<file path="config.mk">
export PLATFORM = sky130hd
export DESIGN_NAME = fft_ctrl_2
export DESIGN_NICKNAME = d
export VERILOG_FILES = /design/src/rtl/fft_ctrl_2_pkg.sv /design/src/rtl/fft_ctrl_2_dly.sv /design/src/rtl/fft_ctrl_2.sv
export SDC_FILE = /design/constraint.sdc
export NUM_CORES = 1
export LEC_CHECK = 0
export CORE_UTILIZATION = 43
export DETAILED_ROUTE_END_ITERATION = 12
export PLACE_DENSITY = 0.69
export SYNTH_ARGS = -nofsm -noshare
export SYNTH_HDL_FRONTEND = slang
export SYNTH_HIERARCHICAL = 1
export SYNTH_SLANG_ARGS = --single-unit
</file>
<file path="constraint.sdc">
create_clock -name clk_i -period 4.82 [get_ports clk_i]
set_input_delay 0.482 -clock clk_i [delete_from_list [all_inputs] [get_ports clk_i]]
set_output_delay 0.482 -clock clk_i [all_outputs]
set_load 0.05 [all_outputs]
</file>
<file path="src/rtl/fft_ctrl_2_pkg.sv">
// Shared definitions for the 16-point radix-2 FFT controller.
package fft_ctrl_2_pkg;

    localparam int unsigned FFT_N      = 16;
    localparam int unsigned FFT_STAGES = 4;
    localparam int unsigned FFT_BFLY   = 8;

    typedef enum logic [2:0] {
        StIdle,
        StLoad,
        StRun,
        StFlush,
        StUnload
    } state_e;

    // Reverse the bit order of a 4-bit sample index.
    function automatic logic [3:0] bitrev4(input logic [3:0] v);
        return {v[0], v[1], v[2], v[3]};
    endfunction

endpackage

</file>
<file path="src/rtl/fft_ctrl_2_dly.sv">
// Fixed-depth shift register used to align butterfly write strobes and addresses
// with the end of the RAM read plus butterfly latency.
module fft_ctrl_2_dly #(
    parameter int unsigned Depth = 2,
    parameter int unsigned Width = 1
) (
    input  logic             clk_i,
    input  logic             rst_i,
    input  logic [Width-1:0] d_i,
    output logic [Width-1:0] q_o
);

    logic [Width-1:0] pipe_q [Depth];

    // Shift one stage per cycle; reset discards everything in flight.
    always_ff @(posedge clk_i) begin
        if (rst_i) begin
            for (int i = 0; i < int'(Depth); i++) begin
                pipe_q[i] <= '0;
            end
        end else begin
            pipe_q[0] <= d_i;
            for (int i = 1; i < int'(Depth); i++) begin
                pipe_q[i] <= pipe_q[i-1];
            end
        end
    end

    assign q_o = pipe_q[Depth-1];

endmodule

</file>
<file path="src/rtl/fft_ctrl_2.sv">
// Load / compute / unload sequencer for an in-place 16-point radix-2 FFT.
// Optional build macro FFT_CTRL_2_BITREV_EN: when defined, load addresses are the
// bit-reversed sample count; otherwise the source delivers samples pre-ordered.
module fft_ctrl_2
    import fft_ctrl_2_pkg::*;
#(
    parameter int unsigned BF_LAT = 1,
    parameter int unsigned AW     = 4
) (
    input  logic          clk_i,
    input  logic          rst_i,
    input  logic          start_i,
    input  logic          in_valid_i,
    output logic          in_ready_o,
    output logic          ld_we_o,
    output logic [AW-1:0] ld_addr_o,
    output logic          rd_en_o,
    output logic [AW-1:0] rd_addr_m_o,
    output logic [AW-1:0] rd_addr_n_o,
    output logic [2:0]    tw_index_o,
    output logic          wr_en_o,
    output logic [AW-1:0] wr_addr_m_o,
    output logic [AW-1:0] wr_addr_n_o,
    output logic [1:0]    stage_o,
    output logic [AW-1:0] out_rd_addr_o,
    output logic          out_valid_o,
    output logic          busy_o,
    output logic          done_o
);

    localparam int unsigned FlW = (BF_LAT > 0) ? $clog2(BF_LAT + 1) : 1;

    state_e         state_q, state_d;
    logic [3:0]     cnt_q, cnt_d;     // load sample count / unload read count
    logic [2:0]     k_q, k_d;         // butterfly within stage
    logic [1:0]     s_q, s_d;         // stage
    logic [FlW-1:0] fl_q, fl_d;       // flush cycle count
    logic           ov_q, last_q, done_q;
    logic           unload_rd;

    logic [3:0] half, pos, grp, bf_m, bf_n;
    logic [2:0] tw;

    // State and counter registers.
    always_ff @(posedge clk_i) begin
        if (rst_i) begin
            state_q <= StIdle;
            cnt_q   <= '0;
            k_q     <= '0;
            s_q     <= '0;
            fl_q    <= '0;
        end else begin
            state_q <= state_d;
            cnt_q   <= cnt_d;
            k_q     <= k_d;
            s_q     <= s_d;
            fl_q    <= fl_d;
        end
    end

    // Next-state logic and per-state strobes.
    always_comb begin
        state_d    = state_q;
        cnt_d      = cnt_q;
        k_d        = k_q;
        s_d        = s_q;
        fl_d       = fl_q;
        in_ready_o = 1'b0;
        ld_we_o    = 1'b0;
        rd_en_o    = 1'b0;
        unload_rd  = 1'b0;
        unique case (state_q)
            StIdle: begin
                if (start_i) begin
                    state_d = StLoad;
                    cnt_d   = '0;
                end
            end
            StLoad: begin
                in_ready_o = 1'b1;
                if (in_valid_i) begin
                    ld_we_o = 1'b1;
                    cnt_d   = cnt_q + 4'd1;
                    if (cnt_q == 4'(FFT_N - 1)) begin
                        state_d = StRun;
                        k_d     = '0;
                        s_d     = '0;
                    end
                end
            end
            StRun: begin
                rd_en_o = 1'b1;
                k_d     = k_q + 3'd1;
                if (k_q == 3'(FFT_BFLY - 1)) begin
                    state_d = StFlush;
                    fl_d    = '0;
                end
            end
            StFlush: begin
                // Hold off the next stage until the last write of this one lands.
                fl_d = fl_q + FlW'(1);
                if (fl_q == FlW'(BF_LAT)) begin
                    if (s_q == 2'(FFT_STAGES - 1)) begin
                        state_d = StUnload;
                        cnt_d   = '0;
                    end else begin
                        state_d = StRun;
                        s_d     = s_q + 2'd1;
                        k_d     = '0;
                    end
                end
            end
            StUnload: begin
                unload_rd = 1'b1;
                cnt_d     = cnt_q + 4'd1;
                if (cnt_q == 4'(FFT_N - 1)) begin
                    state_d = StIdle;
                    s_d     = '0;
                end
            end
            default: state_d = StIdle;
        endcase
    end

    // Butterfly operand addresses and twiddle index for butterfly k of stage s.
    always_comb begin
        half = 4'd1 << s_q;
        pos  = {1'b0, k_q} & (half - 4'd1);
        grp  = {1'b0, k_q} >> s_q;
        bf_m = (grp << ({1'b0, s_q} + 3'd1)) + pos;
        bf_n = bf_m + half;
        tw   = pos[2:0] << (2'd3 - s_q);
    end

    // Address outputs are forced to zero whenever their strobe is inactive.
    always_comb begin
        rd_addr_m_o   = rd_en_o ? AW'(bf_m) : '0;
        rd_addr_n_o   = rd_en_o ? AW'(bf_n) : '0;
        tw_index_o    = rd_en_o ? tw : 3'd0;
        out_rd_addr_o = unload_rd ? AW'(cnt_q) : '0;
        ld_addr_o     = '0;
        if (in_ready_o) begin
`ifdef FFT_CTRL_2_BITREV_EN
            ld_addr_o = AW'(bitrev4(cnt_q));
`else
            ld_addr_o = AW'(cnt_q);
`endif
        end
    end

    // Unload data-valid and end-of-frame pulse.
    always_ff @(posedge clk_i) begin
        if (rst_i) begin
            ov_q   <= 1'b0;
            last_q <= 1'b0;
            done_q <= 1'b0;
        end else begin
            ov_q   <= unload_rd;
            last_q <= unload_rd && (cnt_q == 4'(FFT_N - 1));
            done_q <= last_q;
        end
    end

    fft_ctrl_2_dly #(
        .Depth(1 + BF_LAT),
        .Width(1 + 2 * AW)
    ) u_wr_dly (
        .clk_i(clk_i),
        .rst_i(rst_i),
        .d_i  ({rd_en_o, rd_addr_m_o, rd_addr_n_o}),
        .q_o  ({wr_en_o, wr_addr_m_o, wr_addr_n_o})
    );

    assign stage_o     = s_q;
    assign out_valid_o = ov_q;
    // Stay busy through the last data-valid cycle so busy drops with done.
    assign busy_o      = (state_q != StIdle) || ov_q;
    assign done_o      = done_q;

endmodule

</file>
==> results of run 1 <==
layout make-up:
type	instances	area, sq um	area share [%]
Sequential cell	34	681	28.5
Inverter	11	41.3	1.73
Multi-Input combinational cell	154	1070	44.9
Clock buffer	5	68.8	2.88
Timing Repair Buffer	40	395	16.5
Tap cell	50	62.6	2.62
Clock inverter	3	68.8	2.88
per-stage QoR:
step                      utilization [%]  cells  area [sq um]  setup slack (ns)  power (mW)
after floorplan                         -    216          1910             0.163       0.313
after global placement               54.3    289          2250             0.705       0.323
after detailed placement             54.3    289          2250             0.600       0.323
after CTS                            57.7    297          2390             0.283       0.638
after global routing                 57.7    297          2390           0.00885       0.653
final                                57.7    297          2390             0.292       0.635
routing by layer:
layer	up-vias	part of all wire [%]	global-route usage (%)
met4	0	1.3	6.12
li1	781	-	-
met2	28	49	30.8
met1	710	46	20.2
met5	-	0	0
met3	7	3.5	4.44
worst max-delay path, cell delays in order, from the launching register on:
cell and delay, ns:
dfxtp_1 0.63, inv_2 0.13, ha_1 0.38, nor2_1 0.15, and4_1 0.21, ha_1 0.16
inv_1 0.06, fa_1 0.50, fa_1 0.43, xor2_1 0.17, nor2_1 0.12, clkdlybuf4s50_1 0.82
kinds of logic (layout without fill, tap and decap cells):
logic type	Yosys count	in the layout	share of synthesized area [%]
compound gates	31	31	11.4
xor+xnor	6	6	2.75
fa+ha+maj	16	16	11.2
buf+inv	28	59	8.43
flops	34	34	35.6
mux	5	5	2.68
simple gates	96	96	27.9
power groups by stage:
stage,clock (mW),combinational (mW),sequential [mW]
final,0.319,0.0317,0.285
after global routing,0.334,0.0344,0.285
after CTS,0.321,0.0320,0.285
after detailed placement,0,0.0319,0.291
after global placement,0,0.0316,0.291
after floorplan,0,0.0229,0.290
cell usage in the layout (no fill, tap or decap), types with 7 or more instances in the layout:
| master | instances |
|---|---|
| clkdlybuf4s50_1 | 38 |
| dfxtp_1 | 34 |
| nor2_1 | 23 |
| nor2b_1 | 16 |
| ha_1 | 14 |
| nand2_1 | 12 |
| inv_1 | 10 |
| and2_1 | 10 |
| a21oi_1 | 10 |
| and2b_1 | 7 |
cell usage after synthesis (2+ instances only):
master / number / area share (%)
dfxtp_1: 34 / 36
nor2_1: 23 / 4.5
nor2b_1: 16 / 5.2
ha_1: 14 / 9.2
buf_4: 12 / 4.7
nand2_1: 12 / 2.4
a21oi_1: 10 / 2.6
and2_1: 10 / 3.3
inv_1: 10 / 2.0
and2b_1: 7 / 2.7
and3_1: 5 / 1.6
nand2b_1: 5 / 1.6
mux2i_1: 4 / 2.1
a22oi_1: 3 / 1.2
buf_2: 3 / 0.78
nand3_1: 3 / 0.78
nand3b_1: 3 / 1.2
o21ai_0: 3 / 0.78
xnor2_1: 3 / 1.4
xor2_1: 3 / 1.4
a211oi_1: 2 / 0.78
a21o_1: 2 / 0.78
a32oi_1: 2 / 0.92
and4_1: 2 / 0.92
fa_1: 2 / 2.1
nor3_1: 2 / 0.52
o32ai_1: 2 / 0.92
registers in the layout, summed over array words and instances, names as in the netlist:
name             flops
u_wr_dly/pipe_q     18
k_q                  3
fl_q                 1
last_q               1
cnt_q                4
state_q              3
done_o               1
out_valid_o          1
stage_o              2
how the worst max path moves through the flow:
stage | end | slack (ns)
2_1_floorplan | rd_addr_n_o[3] | 0.16
3_3_place_gp | rd_addr_n_o[2] | 0.70
3_5_place_dp | rd_addr_n_o[2] | 0.60
4_1_cts | rd_addr_n_o[2] | 0.28
5_1_grt | rd_addr_n_o[3] | 0.009
6_report | rd_addr_n_o[2] | 0.29
==> results.sh, run 1 <==
export IMPL_status="complete, no violations"
export IMPL_synth_edf_count=0
export IMPL_startpoint_type="flop"
export IMPL_gr_total_overflow=0
export IMPL_vdd_drop_max_uv=159
export IMPL_ys_ff_latch=34
export IMPL_grt_pass1_vias=1357
export IMPL_clk_insertion_delay_late_ns=0.29
export IMPL_ys_warn_count=6
export IMPL_finClkSkew_ns=0.0106
export IMPL_p_int_uw=501
export IMPL_critPathKind="flop to output port"
export IMPL_final_antenna_net_count=0
export IMPL_swShare_pct=21.1
export IMPL_reg2regPathDepth=15
export IMPL_cts_root_buffer="clkbuf_8"
export IMPL_clockBufferDepth=2
export IMPL_min_to="u_wr_dly/pipe_q[0][12]"
export IMPL_cts_sinks=34
export IMPL_core_sq_um=4140
export IMPL_finalCriticalPeriod_ns=4.53
export IMPL_cp_end_kind="output port"
export IMPL_ctsHoldBuffers=0
export IMPL_pwr_share_seq_pct=44.8
export IMPL_cts_repair_resized=0
export IMPL_clk_pin_slew_ns=0.07
export IMPL_cp_arrival_ns=4.05
export IMPL_drt_iter0_markers=54
export IMPL_worst_r2r_setup_slack_ns=1.17
export IMPL_netlist_area_sq_um=1910
export IMPL_timing_final_crit_share_pct=93.9
export IMPL_syn_area_per_cell_sq_um=8.86
export IMPL_cts_tree="done"
export IMPL_cap_violations=0
export IMPL_grt_use_total_pct=17.4
export IMPL_syn2layout_area_growth_pct=24.8
export IMPL_synth_cell_type_count=46
export IMPL_gp_congestion=0.899
export IMPL_pin_count=40
export IMPL_grt_antenna_before_repair=0
export IMPL_n_antenna_cell=0
export IMPL_die_w_um=68.7
export IMPL_finalSetupViolations=0
export IMPL_fin_tns_setup_ns=0
export IMPL_final_net_count=266
export IMPL_maxSlewViolCount=0
export IMPL_grt_setup_unrepaired="no"
export IMPL_fmaxAchievable_ghz=0.221
export IMPL_rows=23
export IMPL_fin_hold_ws_ns=0.437
export IMPL_relSlewSlack_pct=58.6
export IMPL_dieHeight_um=68.7
export IMPL_post_cts_buffers=0
export IMPL_tightestPinTransition_ns=0.621
export IMPL_firstDrtPassIters=4
export IMPL_via_per_inst=5.14
export IMPL_whs_path_depth=1
export IMPL_post_route_drc_count=0
export IMPL_hold_viol_final=0
export IMPL_critPathRequiredTime_ns=4.34
export IMPL_netSwitchingPower_uw=134
export IMPL_r2r_start="stage_o[0]"
export IMPL_p_per_area_nw_per_um2=266
export IMPL_yosysSeqAreaShare_pct=35.6
export IMPL_dp_hpwl_um=2740
export IMPL_portBuffers=39
export IMPL_hp_start="u_wr_dly/pipe_q[0][3]"
export IMPL_syn_inst=216
export IMPL_synth_net_count=236
export IMPL_p_leak_nw=0.998
export IMPL_cp_max_fo=14
export IMPL_start_util_pct=46.2
export IMPL_htree_levels=2
export IMPL_yosys_most_used_dff="dfxtp_1"
export IMPL_routedWlPerCell_um=12.7
export IMPL_hp_class="flop to flop"
export IMPL_grt_pass1_wl_um=6090
export IMPL_worst_r2r_endpoint="u_wr_dly/pipe_q[0][3]"
export IMPL_die_area_sq_um=4720
export IMPL_crit_start="stage_o[0]"
export IMPL_drt_total_wl_um=3770
export IMPL_async_flop_share_pct=0
export IMPL_vias=1526
export IMPL_p_comb_share_pct=5.0
export IMPL_drive_above_1_share_pct=6.88
export IMPL_cts_buffers=5
export IMPL_grt_max_degree=35
export IMPL_fill_cells=400
export IMPL_pwr_share_clk_pct=50.2
(Power assumes the default switching activity.)
==> run 2, diff against run 1 <==
--- a/config.mk
+++ b/config.mk
@@ -8,6 +8,7 @@
 export CORE_UTILIZATION = 43
 export DETAILED_ROUTE_END_ITERATION = 12
 export PLACE_DENSITY = 0.69
+export SETUP_SLACK_MARGIN = 0.3
 export SYNTH_ARGS = -nofsm -noshare
 export SYNTH_HDL_FRONTEND = slang
 export SYNTH_HIERARCHICAL = 1
==> run 2 against run 1 <==
  * Global-route usage is 1.0 points higher
  * Register-to-register slack better by 0.24 ns
  * Final cell count is 0.34% lower
  * Core utilization is 0.36 points lower
  * Largest cell class unchanged
  * Highest routed layer unchanged
  * Count of clock-buffer cells in the layout is 1 higher
==> results.sh, run 2 (synthesis gave the netlist of run 1 again) <==
export IMPL_clk_pin_slew_ns=0.06
export IMPL_gp_congestion=0.798
export IMPL_die_area_sq_um=4720
export IMPL_core_sq_um=4140
export IMPL_post_route_drc_count=0
export IMPL_timing_final_crit_share_pct=87.5
export IMPL_p_leak_nw=0.988
export IMPL_fmaxAchievable_ghz=0.237
export IMPL_via_per_inst=5.16
export IMPL_clk_insertion_delay_late_ns=0.29
export IMPL_cp_arrival_ns=3.74
export IMPL_p_per_area_nw_per_um2=244
export IMPL_n_antenna_cell=0
export IMPL_dieHeight_um=68.7
export IMPL_grt_antenna_before_repair=0
export IMPL_drt_iter0_markers=51
export IMPL_startpoint_type="flop"
export IMPL_cp_slowest_cell="clkdlybuf4s50_1"
export IMPL_start_util_pct=46.2
export IMPL_maxSlewViolCount=0
export IMPL_fin_tns_setup_ns=0
export IMPL_gr_total_overflow=0
export IMPL_drive_above_1_share_pct=7.72
export IMPL_htree_levels=2
export IMPL_ctsHoldBuffers=0
export IMPL_critPathRequiredTime_ns=4.34
export IMPL_critPathKind="flop to output port"
export IMPL_largest_reg_flops=18
export IMPL_finClkSkew_ns=0.00723
export IMPL_grt_pass1_wl_um=6320
export IMPL_finalNonFillerCells=296
export IMPL_rows=23
export IMPL_pin_count=40
export IMPL_worstPathCellList="inv_1 > ha_1 > nor2_1 > and4_1 > ha_1 > inv_1 > fa_1 > fa_1 > nor2_1 > clkdlybuf4s50_1"
export IMPL_netSwitchingPower_uw=122
export IMPL_critical_path_max_stage_delay_ns=0.82
export IMPL_firstDrtPassIters=4
export IMPL_grt_use_total_pct=18.4
export IMPL_placed_cells=289
export IMPL_finalSetupViolations=0
export IMPL_cts_tree="done"
export IMPL_cp_max_fo=14
export IMPL_mostFrequentLayoutCell="clkdlybuf4s50_1"
export IMPL_pwr_share_seq_pct=49.0
export IMPL_final_cell_mix="37 x clkdlybuf4s50_1, 32 x dfxtp_1, 23 x nor2_1, 16 x nor2b_1, 14 x ha_1"
export IMPL_final_antenna_net_count=0
export IMPL_grt_setup_unrepaired="no"
export IMPL_routedWlPerCell_um=12.7
export IMPL_dp_hpwl_um=2770
export IMPL_post_cts_buffers=0
export IMPL_finalCriticalPeriod_ns=4.22
export IMPL_vias=1526
export IMPL_clockBufferDepth=2
export IMPL_grt_pass1_vias=1398
export IMPL_relSlewSlack_pct=60.0
export IMPL_syn2layout_area_growth_pct=24.1
export IMPL_tightestPinTransition_ns=0.599
export IMPL_top_register="u_wr_dly/pipe_q"
export IMPL_status="complete, no violations"
export IMPL_drt_total_wl_um=3750
export IMPL_portBuffers=39
export IMPL_pwr_share_clk_pct=45.6
export IMPL_cap_violations=0
export IMPL_p_comb_share_pct=5.4
export IMPL_die_w_um=68.7
export IMPL_cts_buffers=5
export IMPL_power_total_uw=580
export IMPL_swShare_pct=21.0
export IMPL_cts_sinks=34
export IMPL_top_regs="u_wr_dly/pipe_q (18), cnt_q (4)"
export IMPL_p_int_uw=458
export IMPL_cp_end_kind="output port"
export IMPL_final_net_count=266
export IMPL_vdd_drop_max_uv=237
export IMPL_hold_viol_final=0
export IMPL_hp_class="flop to flop"
export IMPL_grt_max_degree=35
export IMPL_cts_root_buffer="clkbuf_8"
-- run 2: final cells by class --
cell class	count	area, sq um
Multi-Input combinational cell	154	1080
Timing Repair Buffer	40	394
Clock inverter	1	30.0
Sequential cell	34	688
Tap cell	50	62.6
Clock buffer	6	82.6
Inverter	11	41.3
Fill cell	399	1770
-- run 2: power groups by stage --
| stage | clock network (mW) | registers (mW) | logic (mW) |
|---|---|---|---|
| 2_1_floorplan | 0 | 0.290 | 0.0229 |
| 3_3_place_gp | 0 | 0.291 | 0.0316 |
| 3_5_place_dp | 0 | 0.291 | 0.0317 |
| 4_1_cts | 0.271 | 0.285 | 0.0317 |
| 5_1_grt | 0.284 | 0.284 | 0.0342 |
| 6_report | 0.265 | 0.284 | 0.0316 |
-- run 2: per-layer routing --
layer,GRT usage [%],wire [um]
met2,29.3,1740
met5,0,0
met3,5.26,193
met1,23.1,1760
met4,8.16,57
-- run 2: per-stage QoR --
step	cell area [sq um]	hold slack (ns)	worst slack, ns	util, %
detailed placement	2260	0.419	0.620	54.4
CTS	2370	0.434	0.353	57.1
floorplan	1920	0.411	0.414	-
global placement	2260	0.416	0.693	54.4
global route	2370	0.454	0.317	57.3
finish	2370	0.430	0.603	57.3
-- run 2: worst max-delay path: cells and delay by family (launching register included) --
kind                     cells  cell delay, ns
adder cells (fa/ha/maj)      4            1.53
buffers and inverters        3            0.98
AND/OR/NAND/NOR              3            0.51
flip-flops                   1            0.43
-- run 2: final timing paths --
check,cells after the start,end,slack (ns),startpoint
worst min register to register,1,u_wr_dly/pipe_q[0][17],0.43,u_wr_dly/pipe_q[0][8]
worst max-delay path,10,rd_addr_n_o[1],0.60,stage_o[1]
worst max register to register,15,u_wr_dly/pipe_q[0][3],1.41,stage_o[1]
worst min-delay path,1,u_wr_dly/pipe_q[0][17],0.43,u_wr_dly/pipe_q[0][8]
-- run 2: timing repair --
action	in CTS	in global routing
setup endpoints to repair	1	2
resized for setup	1	4
pin swaps	0	0
